**src/rtl/disp_arb_pkg.sv**
```systemverilog
// Shared types and constants for the display owner arbiter.
// DISP_ARB_BLANK_EN adds the BLANK state between owners.
package disp_arb_pkg;

    localparam int unsigned DEF_NREQ         = 4;
    localparam int unsigned DEF_BLANK_FRAMES = 2;
    localparam int unsigned DEF_PIX_W        = 16;

    // Idle drive for the OLED pixel bus (replicated across PIX_W) and the 7-seg.
    localparam logic       PIX_BLANK = 1'b0;
    localparam logic [3:0] AN_OFF    = 4'hF;
    localparam logic [7:0] SEG_OFF   = 8'hFF;

`ifdef DISP_ARB_BLANK_EN
    typedef enum logic [1:0] {
        ST_IDLE  = 2'd0,
        ST_OWN   = 2'd1,
        ST_BLANK = 2'd2
    } state_t;
`else
    typedef enum logic [1:0] {
        ST_IDLE = 2'd0,
        ST_OWN  = 2'd1
    } state_t;
`endif

endpackage

```
**src/rtl/disp_owner_arbiter_rr_pick.sv**
```systemverilog
// Combinational round-robin picker: first active request after last_owner, wrapping.
module rr_pick #(
    parameter int unsigned NREQ = 4,
    parameter int unsigned IDW  = 2
) (
    input  logic [NREQ-1:0] req,
    input  logic [IDW-1:0]  last_owner,
    output logic            valid,
    output logic [IDW-1:0]  index
);

    int unsigned cand;

    always_comb begin
        valid = 1'b0;
        index = '0;
        cand  = 0;
        for (int unsigned k = 1; k <= NREQ; k++) begin
            cand = (32'(last_owner) + k) % NREQ;
            if (!valid && req[cand[IDW-1:0]]) begin
                valid = 1'b1;
                index = cand[IDW-1:0];
            end
        end
    end

endmodule

```
**src/rtl/disp_owner_arbiter.sv**
```systemverilog
// Frame-synchronous owner arbiter for the shared OLED / 7-seg display.
// Optional macro DISP_ARB_BLANK_EN inserts BLANK_FRAMES blank frames on owner change.
module disp_owner_arbiter
    import disp_arb_pkg::*;
#(
    parameter int unsigned NREQ         = DEF_NREQ,
    parameter int unsigned BLANK_FRAMES = DEF_BLANK_FRAMES,
    parameter int unsigned PIX_W        = DEF_PIX_W
) (
    input  logic                     clk,
    input  logic                     rst_n,
    input  logic                     frame_begin,
    input  logic [NREQ-1:0]          req,
    input  logic [NREQ*PIX_W-1:0]    pix_in,
    input  logic [NREQ*4-1:0]        an_in,
    input  logic [NREQ*8-1:0]        seg_in,
    output logic [NREQ-1:0]          grant,
    output logic [$clog2(NREQ)-1:0]  owner_id,
    output logic [PIX_W-1:0]         pixel_data,
    output logic [3:0]               an,
    output logic [7:0]               seg,
    output logic                     busy
);

    localparam int unsigned IDW = $clog2(NREQ);

    if (BLANK_FRAMES < 1 || BLANK_FRAMES > 15) begin : g_bad_blank_frames
        $error("BLANK_FRAMES must be in 1..15");
    end

    state_t          state;
    logic [IDW-1:0]  last_owner;
    logic            pick_valid;
    logic [IDW-1:0]  pick_idx;
    logic [NREQ-1:0] pick_onehot;
    logic            owner_req;
    logic [PIX_W-1:0] sel_pix;
    logic [3:0]      sel_an;
    logic [7:0]      sel_seg;

`ifdef DISP_ARB_BLANK_EN
    logic [3:0]      blank_cnt;
`endif

    rr_pick #(
        .NREQ (NREQ),
        .IDW  (IDW)
    ) u_rr_pick (
        .req        (req),
        .last_owner (last_owner),
        .valid      (pick_valid),
        .index      (pick_idx)
    );

    always_comb begin
        pick_onehot           = '0;
        pick_onehot[pick_idx] = 1'b1;
    end

    assign owner_req = req[owner_id];

    always_comb begin
        sel_pix = '0;
        sel_an  = '0;
        sel_seg = '0;
        for (int unsigned k = 0; k < NREQ; k++) begin
            if (owner_id == k[IDW-1:0]) begin
                sel_pix = pix_in[k*PIX_W +: PIX_W];
                sel_an  = an_in[k*4 +: 4];
                sel_seg = seg_in[k*8 +: 8];
            end
        end
    end

    // Requests are only looked at on frame_begin, so mid-frame glitches never move ownership.
    always_ff @(posedge clk or negedge rst_n) begin
        if (!rst_n) begin
            state      <= ST_IDLE;
            grant      <= '0;
            owner_id   <= '0;
            last_owner <= IDW'(NREQ - 1);
`ifdef DISP_ARB_BLANK_EN
            blank_cnt  <= '0;
            busy       <= 1'b0;
`endif
        end else if (frame_begin) begin
            case (state)
                ST_IDLE: begin
                    if (pick_valid) begin
                        state      <= ST_OWN;
                        grant      <= pick_onehot;
                        owner_id   <= pick_idx;
                        last_owner <= pick_idx;
                    end
                end
                ST_OWN: begin
                    if (!owner_req) begin
`ifdef DISP_ARB_BLANK_EN
                        state     <= ST_BLANK;
                        grant     <= '0;
                        blank_cnt <= 4'(BLANK_FRAMES);
                        busy      <= 1'b1;
`else
                        // Hand over on the release edge; the releasing owner's req is low so it cannot win.
                        if (pick_valid) begin
                            grant      <= pick_onehot;
                            owner_id   <= pick_idx;
                            last_owner <= pick_idx;
                        end else begin
                            state <= ST_IDLE;
                            grant <= '0;
                        end
`endif
                    end
                end
`ifdef DISP_ARB_BLANK_EN
                ST_BLANK: begin
                    if (blank_cnt == 4'd1) begin
                        blank_cnt <= '0;
                        busy      <= 1'b0;
                        if (pick_valid) begin
                            state      <= ST_OWN;
                            grant      <= pick_onehot;
                            owner_id   <= pick_idx;
                            last_owner <= pick_idx;
                        end else begin
                            state <= ST_IDLE;
                        end
                    end else begin
                        blank_cnt <= blank_cnt - 4'd1;
                    end
                end
`endif
                default: begin
                    state <= ST_IDLE;
                    grant <= '0;
                end
            endcase
        end
    end

`ifndef DISP_ARB_BLANK_EN
    assign busy = 1'b0;
`endif

    always_ff @(posedge clk or negedge rst_n) begin
        if (!rst_n) begin
            pixel_data <= {PIX_W{PIX_BLANK}};
            an         <= AN_OFF;
            seg        <= SEG_OFF;
        end else if (state == ST_OWN) begin
            pixel_data <= sel_pix;
            an         <= sel_an;
            seg        <= sel_seg;
        end else begin
            pixel_data <= {PIX_W{PIX_BLANK}};
            an         <= AN_OFF;
            seg        <= SEG_OFF;
        end
    end

endmodule
```
**config.mk**
```make
export PLATFORM = sky130hd
export DESIGN_NAME = disp_owner_arbiter
export DESIGN_NICKNAME = d
export VERILOG_FILES = /design/src/rtl/disp_arb_pkg.sv /design/src/rtl/disp_owner_arbiter_rr_pick.sv /design/src/rtl/disp_owner_arbiter.sv
export SDC_FILE = /design/constraint.sdc
export NUM_CORES = 1
export LEC_CHECK = 0
export ABC_AREA = 1
export BUFFER_PORTS_ARGS = -buffer_cell sky130_fd_sc_hd__buf_2
export CAP_MARGIN = 20
export CELL_PAD_IN_SITES_DETAIL_PLACEMENT = 0
export CELL_PAD_IN_SITES_GLOBAL_PLACEMENT = 1
export CORE_UTILIZATION = 30
export DETAILED_ROUTE_END_ITERATION = 7
export GPL_TIMING_DRIVEN = 0
export PLACE_DENSITY = 0.93
export SYNTH_ARGS = -nofsm -noshare
export SYNTH_HDL_FRONTEND = slang
export SYNTH_SLANG_ARGS = --single-unit
```
**constraint.sdc**
```tcl
create_clock -name clk -period 3.43 [get_ports clk]
set_input_delay 0.686 -clock clk [delete_from_list [all_inputs] [get_ports clk]]
set_output_delay 0.686 -clock clk [all_outputs]
set_load 0.02 [all_outputs]
```
==> metrics.md <==
| Metric | Value |
|---|---|
| Outcome | `finished clean` |
| CP delay by family, top | `buffers and inverters` |
| CP Buf/Inv Count | `3` |
| Crit path required time | `3570 ps` |
| CP cell instances | `buf_4 > inv_1 > nor2_1 > clkinv_1 > o221ai_1 > a21oi_1` |
| Hold WC Path Type | `register to register` |
| CTS root buf | `clkbuf_8` |
| FFs w/ async S/R, synth | `100%` |
| Final ANT Viol Nets | `0` |
| Post-route setup slack | `1640 ps` |
| Final net count | `570` |
| Number of synthesized flops with an enable pin | `0` |
| Total grt overflow | `0` |
| Final Max Slew Viols | `0` |
| Top_reg_cell synth | `dfrtp_1` |
| Top cells by area, synth | `dfrtp_1, dfstp_2, nand2_1, nand3_1, nor2_1` |
| Non-Filler Instances | `551` |
| CP max-delay cell | `dfrtp_1` |
| Post-synth cell types | `33` |
| CP Data Arrival Time | `about 1900 ps` |
| H-tree depth | `2` |
| Gpl congestion | `0.825` |
| Sequential area share after synthesis | `between 40% and 50%` |
| Worst setup SP type | `register` |
| Tcrit/Tclk final | `52.2%` |
| Routed WL | `between 7 and 8 mm` |
| Maximum VDD drop | `0.000254 V` |
| Power Density | `902 nW/um2` |
| Num CTS Buffers | `5` |
| Reg2Reg Setup Slack | `1640 ps` |
| Clock transition at the registers of the reported paths | `70 ps` |
| DRC | `0` |
| Ant. Diodes | `0` |
| TritonRoute pass-1 iters | `6` |
| Synthesized cell area | `2230 um2` |
| First-pass GRT wire length | `12.1 mm` |
| Crit path time final | `1790 ps` |
| Proportion of layout cells with a drive suffix above 1 | `44.7%` |
| Cells after DPL | `about 540` |
| Peak Freq | `559 MHz` |
| TNS Setup | `0 ps` |
| Setup crit end kind | `register` |
| Mapped Avg Cell Area | `7.65 um2` |
| Die Height | `88.3 um` |
| Layout overhead on the synthesized area | `43.2%` |
| Number of max-cap violations | `0` |
| Cell taking the most area after synthesis | `dfrtp_1` |
| Worst Tran Pin Value | `824 ps` |
| Hpwl dp | `5.90 mm` |
| Post-synth top cells | `nand2_1, nor2_1, nand3_1, dfrtp_1, inv_1` |
| Gr usage total | `20.1%` |
| Top-count cell post-synth | `nand2_1` |
| Row Count | `31` |
| Via Count | `2,568` |
| Vias in the first global route | `2,601` |
| Worst skew pair latency | `290 ps` |
| Synth top area share | `25.8%` |
| Synthesized flop and latch total | `37` |
| WL/cell | `13.4 um` |
| # Post-CTS Setup Buffers | `0` |
| Maximum buffer depth of the clock tree | `2` |
| Final hold violation count | `0` |
| Routed vias/inst | `4.66` |
| CP Max Fanout | `10` |
| Initial antenna violation count | `0` |
| Leakage | `1.72 nW` |
| Post-CTS sizing | `0` |
| CTS Hold Buffers Added | `0` |
| Pre-CTS WS | `1590 ps` |
| Syn_nets | `between 400 and 500` |
| Clock Sinks | `37` |
| Largest net degree at the start of global routing | `38` |
| Number of top-level pins | `154` |
| Core ar. | `7210 um2` |
| Initial Util | `31.0%` |
| Hold Slack | `482 ps` |
| Clk_skew | `approximately 9.5 ps` |
| Unrepaired setup endpoints after global routing | `false` |
| Final Setup Violations | `0` |
| Die extent in x | `88.3 um` |
| Syn Inst Count | `292` |
| DR iter-0 viols | `between 70 and 80` |
| Yosys warning count | `0` |
| CTS tree | `done` |
| IO buf count | `152` |
| Crit Path Class | `register to register` |
| Post-layout util | `roughly 44%` |
| Max incr delay on CP | `370 ps` |
| Worst rel slew slack | `about 45%` |
| Die area | `7790 um2` |
| Filler cells | `795` |
[power by group]
part	switching, mW	leakage (nW)	total (mW)	internal (mW)
registers	0.0747	0.439	0.763	0.688
logic	1.19	1.24	1.83	0.639
clock network	0.147	0.0422	0.289	0.143
[path summary, 6_finish.rpt]
path	endpoint	start	cells after the start
hold reg to reg	grant[1]	grant[1]	2
max in group asynchronous	pixel_data[12]	rst_n	1
min in group asynchronous	pixel_data[15]	rst_n	1
setup reg to reg	pixel_data[7]	owner_id[1]	6
hold / removal	grant[1]	grant[1]	2
setup / recovery	pixel_data[7]	owner_id[1]	6
[area by class of cell]
class | instances | area (um2) | share of cell area (%)
Buffer | 15 | 82.6 | 2.58
Sequential cell | 37 | 943 | 29.5
Clock inverter | 1 | 5.00 | 0.156
Multi-Input combinational cell | 214 | 1100 | 34.5
Clock buffer | 7 | 76.3 | 2.39
Inverter | 26 | 103 | 3.21
Tap cell | 99 | 124 | 3.87
Timing Repair Buffer | 152 | 761 | 23.8
[worst min-delay path: stages (launching register included)]
cell     delay (ps)
dfrtp_1         350
nand2_1          50
nand2_1          50
[sequential cells by signal (all words and copies together), names as in the netlist]
register,cells
grant,4
an,4
owner_id,2
last_owner,2
seg,8
pixel_data,16
state,1
[through the flow]
step	area [um2]	total power, mW
finish	3200	2.89
CTS	3200	2.93
global placement	3120	2.58
floorplan	2230	2.08
detailed placement	3120	2.63
global route	3200	3.16
[cell usage in the layout (no fill, tap or decap), types with 3 or more instances in the layout]
cell type	synthesis	final
nand2_2	8	8
a21oi_1	20	20
clkbuf_1	4	6
dfrtp_1	23	23
o21ai_0	8	8
clkbuf_8	0	5
buf_2	6	158
dfstp_2	14	14
o221ai_1	10	10
inv_2	3	3
a22o_1	10	10
nor2_1	28	28
inv_1	21	21
nand3_1	26	26
o21ai_1	6	6
o211ai_1	5	5
buf_4	3	3
nand2_1	78	78
[cell families (layout without fill, tap and decap cells)]
group,after synthesis,count (layout),synth area share (%)
AND/OR/NAND/NOR,147,147,28.9
AO/OA/AOI/OAI,66,66,20.4
buffers and inverters,41,201,8.29
flip-flops,37,37,42.2
other,1,1,0.168
[routing by layer]
layer  wire length [um]  share of wire, %  vias up  GRT usage (%)
met5                  0                 0        -              0
met2               3760                51       77           35.6
li1                   -                 -     1289              -
met3                315               4.3       14           3.54
met4                165               2.2        0           8.06
met1               3120                42     1188           24.2
No activity file was read; power rests on OpenSTA's default activity.
